### config.mk
export PLATFORM = sky130hd
export DESIGN_NAME = hazard_stall_ctrl
export DESIGN_NICKNAME = d
export VERILOG_FILES = /design/src/rtl/mips_pipe_pkg.sv /design/src/rtl/load_use_cmp.sv /design/src/rtl/hazard_stall_ctrl.sv
export SDC_FILE = /design/constraint.sdc
export NUM_CORES = 1
export LEC_CHECK = 0
export ABC_AREA = 1
export CAP_MARGIN = 20
export CORE_MARGIN = 2
export CORE_UTILIZATION = 46
export CTS_CLUSTER_SIZE = 40
export DETAILED_ROUTE_END_ITERATION = 8
export HOLD_SLACK_MARGIN = 0.02
export PLACE_DENSITY = 0.77
export SYNTH_ARGS = -nofsm -noshare
export SYNTH_HDL_FRONTEND = slang
export SYNTH_HIERARCHICAL = 1
export SYNTH_SLANG_ARGS = --single-unit
### constraint.sdc
create_clock -name clk -period 1.5 [get_ports clk]
set_input_delay 0.15 -clock clk [delete_from_list [all_inputs] [get_ports clk]]
set_output_delay 0.15 -clock clk [all_outputs]
set_load 0.05 [all_outputs]
### src/rtl/mips_pipe_pkg.sv
// Shared definitions for the pipelined MIPS core hazard logic.
package mips_pipe_pkg;

   localparam int REG_IDX_W = 5;
   localparam logic [REG_IDX_W-1:0] REG_ZERO = 5'd0;

   typedef enum logic [1:0] {
      RUN      = 2'd0,
      LU_STALL = 2'd1,
      MEM_WAIT = 2'd2
   } hz_state_e;

endpackage

### src/rtl/load_use_cmp.sv
// Combinational load-use hazard compare between the EX load and the ID sources.
module load_use_cmp
   import mips_pipe_pkg::*;
(
   input  logic [REG_IDX_W-1:0] id_rs,
   input  logic [REG_IDX_W-1:0] id_rt,
   input  logic                 id_uses_rt,
   input  logic                 ex_mem_read,
   input  logic [REG_IDX_W-1:0] ex_rt,
   output logic                 lu_hit
);

   // $zero never carries a real dependency.
   assign lu_hit = ex_mem_read && (ex_rt != REG_ZERO) &&
                   ((ex_rt == id_rs) || (id_uses_rt && (ex_rt == id_rt)));

endmodule

### src/rtl/hazard_stall_ctrl.sv
// Pipeline hold/flush sequencer: load-use bubbles, branch flushes and memory-wait freezes.
//   state    | meaning
//   RUN      | normal issue; hazards evaluated from current inputs
//   LU_STALL | extra load-use bubbles still being inserted
//   MEM_WAIT | full freeze until both memories are ready
module hazard_stall_ctrl
   import mips_pipe_pkg::*;
#(
   parameter int LU_BUBBLES = 1,
   parameter int TIMEOUT    = 255,
   parameter int CNT_W      = 16
) (
   input  logic                 clk,
   input  logic                 reset,
   input  logic [REG_IDX_W-1:0] id_rs,
   input  logic [REG_IDX_W-1:0] id_rt,
   input  logic                 id_uses_rt,
   input  logic                 ex_mem_read,
   input  logic [REG_IDX_W-1:0] ex_rt,
   input  logic                 branch_taken,
   input  logic                 imem_ready,
   input  logic                 dmem_busy,
   output logic                 pc_stall,
   output logic                 ifid_stall,
   output logic                 ifid_flush,
   output logic                 idex_stall,
   output logic                 idex_flush,
   output logic                 exmem_stall,
   output logic                 mem_timeout,
   output logic [CNT_W-1:0]     stall_cycles
);

   localparam int WAIT_W = $clog2(TIMEOUT + 1);
   localparam logic [WAIT_W-1:0] WAIT_MAX = WAIT_W'(TIMEOUT);
   localparam logic [1:0] BUB_LOAD = 2'(LU_BUBBLES - 1);

   hz_state_e          state_q, state_d;
   logic [1:0]         bub_q, bub_d;
   logic [WAIT_W-1:0]  wait_q, wait_d;
   logic               flush_pend_q, flush_pend_d;
   logic               mem_timeout_q, mem_timeout_d;
   logic [CNT_W-1:0]   stall_cycles_q, stall_cycles_d;

   logic lu_hit, mem_wait, run_eval;
   logic do_freeze, do_flush, do_lu;

   load_use_cmp u_lu_cmp (
      .id_rs       (id_rs),
      .id_rt       (id_rt),
      .id_uses_rt  (id_uses_rt),
      .ex_mem_read (ex_mem_read),
      .ex_rt       (ex_rt),
      .lu_hit      (lu_hit)
   );

   assign mem_wait = ~imem_ready | dmem_busy;

   always_comb begin
      state_d      = state_q;
      bub_d        = bub_q;
      flush_pend_d = flush_pend_q;
      do_freeze    = 1'b0;
      do_flush     = 1'b0;
      do_lu        = 1'b0;
      run_eval     = 1'b0;

      case (state_q)
         RUN: run_eval = 1'b1;
         LU_STALL: begin
            if (mem_wait) begin
               do_freeze = 1'b1;
               bub_d     = 2'd0;
               state_d   = MEM_WAIT;
            end else begin
               do_lu = 1'b1;
               if (bub_q <= 2'd1) begin
                  bub_d   = 2'd0;
                  state_d = RUN;
               end else begin
                  bub_d = bub_q - 2'd1;
               end
            end
         end
         MEM_WAIT: begin
            // EX is held during the freeze, so new branch_taken pulses are stale.
            if (mem_wait) begin
               do_freeze = 1'b1;
            end else if (flush_pend_q) begin
               do_flush     = 1'b1;
               flush_pend_d = 1'b0;
               state_d      = RUN;
            end else begin
               state_d  = RUN;
               run_eval = 1'b1;
            end
         end
         default: state_d = RUN;
      endcase

      if (run_eval) begin
         if (mem_wait) begin
            do_freeze    = 1'b1;
            flush_pend_d = branch_taken;
            state_d      = MEM_WAIT;
         end else if (branch_taken) begin
            do_flush = 1'b1;
         end else if (lu_hit) begin
            do_lu = 1'b1;
            if (LU_BUBBLES > 1) begin
               bub_d   = BUB_LOAD;
               state_d = LU_STALL;
            end
         end
      end
   end

   assign pc_stall    = reset & (do_freeze | do_lu);
   assign ifid_stall  = reset & (do_freeze | do_lu);
   assign ifid_flush  = reset & do_flush;
   assign idex_stall  = reset & do_freeze;
   assign idex_flush  = reset & (do_flush | do_lu);
   assign exmem_stall = reset & do_freeze;

   always_comb begin
      wait_d = '0;
      if (do_freeze) begin
         wait_d = (wait_q == WAIT_MAX) ? wait_q : wait_q + WAIT_W'(1);
      end
      mem_timeout_d  = mem_timeout_q | (do_freeze && (wait_d == WAIT_MAX));
      stall_cycles_d = stall_cycles_q;
      if (pc_stall && (stall_cycles_q != {CNT_W{1'b1}})) begin
         stall_cycles_d = stall_cycles_q + CNT_W'(1);
      end
   end

   always_ff @(posedge clk) begin
      if (!reset) begin
         state_q        <= RUN;
         bub_q          <= 2'd0;
         wait_q         <= '0;
         flush_pend_q   <= 1'b0;
         mem_timeout_q  <= 1'b0;
         stall_cycles_q <= '0;
      end else begin
         state_q        <= state_d;
         bub_q          <= bub_d;
         wait_q         <= wait_d;
         flush_pend_q   <= flush_pend_d;
         mem_timeout_q  <= mem_timeout_d;
         stall_cycles_q <= stall_cycles_d;
      end
   end

   assign mem_timeout  = mem_timeout_q;
   assign stall_cycles = stall_cycles_q;

endmodule

==> flow_metrics.tcl <==
set metrics [dict create \
    grt_max_degree 19 \
    r2r-end "stall_cycles[15]" \
    antenna_found_initial 0 \
    r2r_setup_slack_ns -0.28 \
    final-hold-violation-count 0 \
    drive_gt1_frac 0.487 \
    fin_skew_ns 0.00964 \
    timing.rr.start "state_q[0]" \
    drt_first_pass_iters 5 \
    async_flop_share 0 \
    syn-cell-area_um2 2050 \
    synth_top_area_frac 0.293 \
    status "complete, but fails checks" \
    clock.fmax_mhz 558 \
    synthTopCellsByArea "dfxtp_1 29%, nand2_1 18%, nand3_1 8.1%, nor2_1 7.0%, inv_1 6.8%" \
    critPathLaunch "ex_rt[0]" \
    highest_layer "met4" \
    cts_buffers 5 \
    drc 0 \
    vias 2667 \
    cts_buffer_depth 2 \
    cts_tree "done" \
    grt-ovfl-total 0 \
    htree_levels 2 \
    num_antenna_cells 0 \
    core_area_um2 4320 \
    synth_edf_count 0 \
    mostFrequentLayoutCell "nand2_1" \
    failed_checks "negative setup slack" \
    synth_area_leader_cell "dfxtp_1" \
    cts.clk_slew.worst_paths_ns 0.06 \
    initial_core_util 0.473 \
    crit_arrival_ns 1.64 \
    synth_nets 346 \
    num_rows 24 \
    drt_wl_total_um 8080 \
    slew_violations 0 \
    die_area_um2 5000 \
    fin_hold_ws_ns 0.454 \
    synthFlopType "dfxtp_1" \
    path_class "input pin to output port" \
    ff2ff_path_depth 13 \
    die_w_um 70.7 \
    clock-root-buffer "clkbuf_8" \
    wl_per_cell_um 17.0 \
    pre_cts_slack_ns -0.659 \
    io_pins 45 \
    layout_common_cells "77 x nand2_1, 55 x buf_4, 32 x inv_1" \
    path_max_fanout 5 \
    crit_path_end_kind "output port" \
    synth_cells 318 \
    gp_congestion 0.820 \
    cts_sinks 30 \
    io_buffers 44 \
    ys_seq_area_frac 0.293 \
    cp_data_required_time_ns 1.35 \
    regArea_um2 634 \
    m1WireLength_um 2960 \
    grt_pass1_vias 2522 \
    dr_wl_met3_um 536 \
    drt_first_iter_violations 263 \
    grt_use_total 0.277 \
    hold_path_class "register to register" \
    ys_ff_latch 30 \
    p_per_area_nw_per_um2 701 \
    fin_nets 450 \
    yosysWarningCount 6 \
    worstSkewPairLatency_ns 0.30 \
    n_fill_cell 213 \
    fin_ws_ns -0.293 \
    ys_types 35 \
    rsz0062_at_grt "yes" \
    setup_viol 23 \
    fin_crit_sh 1.20 \
    viasPerCell 5.61 \
    route.met2.wl_um 4130 \
    worst_slew_pin_slew_ns 0.442 \
    start_kind "input pin" \
    peakVddDrop_mv 0.369 \
    max_cap_viol_count 0 \
    total_power_mw 2.56 \
    syn_area_per_cell_um2 6.44 \
    worst_slew_margin_rel 0.705 \
    ant_nets 0 \
    total_leakage_power_nw 1.64 \
    dpl.hpwl_um 4120 \
    layout_min_cycle_time_ns 1.79 \
    crit_end "idex_flush" \
    grt_first_pass_wirelength_um 11100 \
    die_h_um 70.7 \
    multi_input_area_um2 1680 \
    area_growth_pct 78.2 \
]
kinds of logic (layout without fill, tap and decap cells):
logic type,after synthesis,in the layout,share of synthesized area
simple gates,185,187,0.399
flops,30,30,0.293
compound gates,34,34,0.111
buf+inv,49,152,0.0996
xor+xnor,14,14,0.0599
fa+ha+maj,6,6,0.0367
through the flow:
stage	std cells	util	cell area [um^2]	TNS [ns]
3_5_place_dp	453	0.694	3000	-12.17
2_1_floorplan	318	-	2130	-3.86
4_1_cts	468	0.779	3370	-3.51
5_1_grt	475	0.844	3650	-6.46
6_report	475	0.844	3650	-4.51
3_3_place_gp	453	0.694	3000	-10.77
power by group:
part           switching (mW)  internal (mW)  total [mW]  leakage (nW)
logic                   0.528          0.492        1.02          1.35
clock network           0.343          0.330       0.673        0.0395
registers              0.0390          0.826       0.865         0.251
registers in the layout (all words and copies together) (netlist names):
| register | cells |
|---|---|
| stall_cycles | 16 |
| wait_q | 8 |
| mem_timeout | 1 |
| state_q | 2 |
| bub_q | 2 |
| flush_pend_q | 1 |
how the worst min path moves through the flow:
stage,start,end,depth (start not counted)
after detailed placement,mem_timeout,mem_timeout,2
final,mem_timeout,mem_timeout,2
after global placement,mem_timeout,mem_timeout,2
after CTS,mem_timeout,mem_timeout,2
after global routing,mem_timeout,mem_timeout,2
after floorplan,branch_taken,flush_pend_q,2
per-layer routing:
| metal | vias to the layer above | track usage |
|---|---|---|
| met1 | 1241 | 0.315 |
| met4 | 0 | 0.147 |
| met5 | - | 0 |
| met2 | 153 | 0.497 |
| li1 | 1221 | - |
| met3 | 52 | 0.0399 |
worst max-delay path, stage by stage:
cell             delay, ns
clkdlybuf4s15_2       0.21
nor2_1                0.11
nor2_1                0.06
nor2_2                0.12
nand3_2               0.09
a21oi_2               0.14
inv_1                 0.05
nor2_2                0.12
nand2_2               0.07
nand2_2               0.09
nand2_4               0.09
buf_6                 0.14
o21ai_4               0.06
buf_12                0.15
repair_timing:
item / in CTS / in global routing
hold buffers: 0 / 0
setup buffers: 5 / 10
pin swaps: 35 / 19
endpoints found under the setup margin: 23 / 23
gates resized for setup: 74 / 76
cloned: 2 / 1
cells in the mapped netlist, drive strengths merged, types with 3 or more instances:
cell	n
a21oi	21
buf	6
dfxtp	30
ha	6
inv	42
nand2	100
nand3	33
nand3b	3
nand4	3
nor2	41
o21ai	6
xnor2	4
xor2	10
cell type report:
type                            instances  share of cell area
Clock buffer                            8              0.0219
Inverter                               42              0.0453
Multi-Input combinational cell        241               0.462
Sequential cell                        30               0.174
Tap cell                               52              0.0178
Timing Repair Buffer                  102               0.279
No activity file was read; power rests on OpenSTA's default activity.
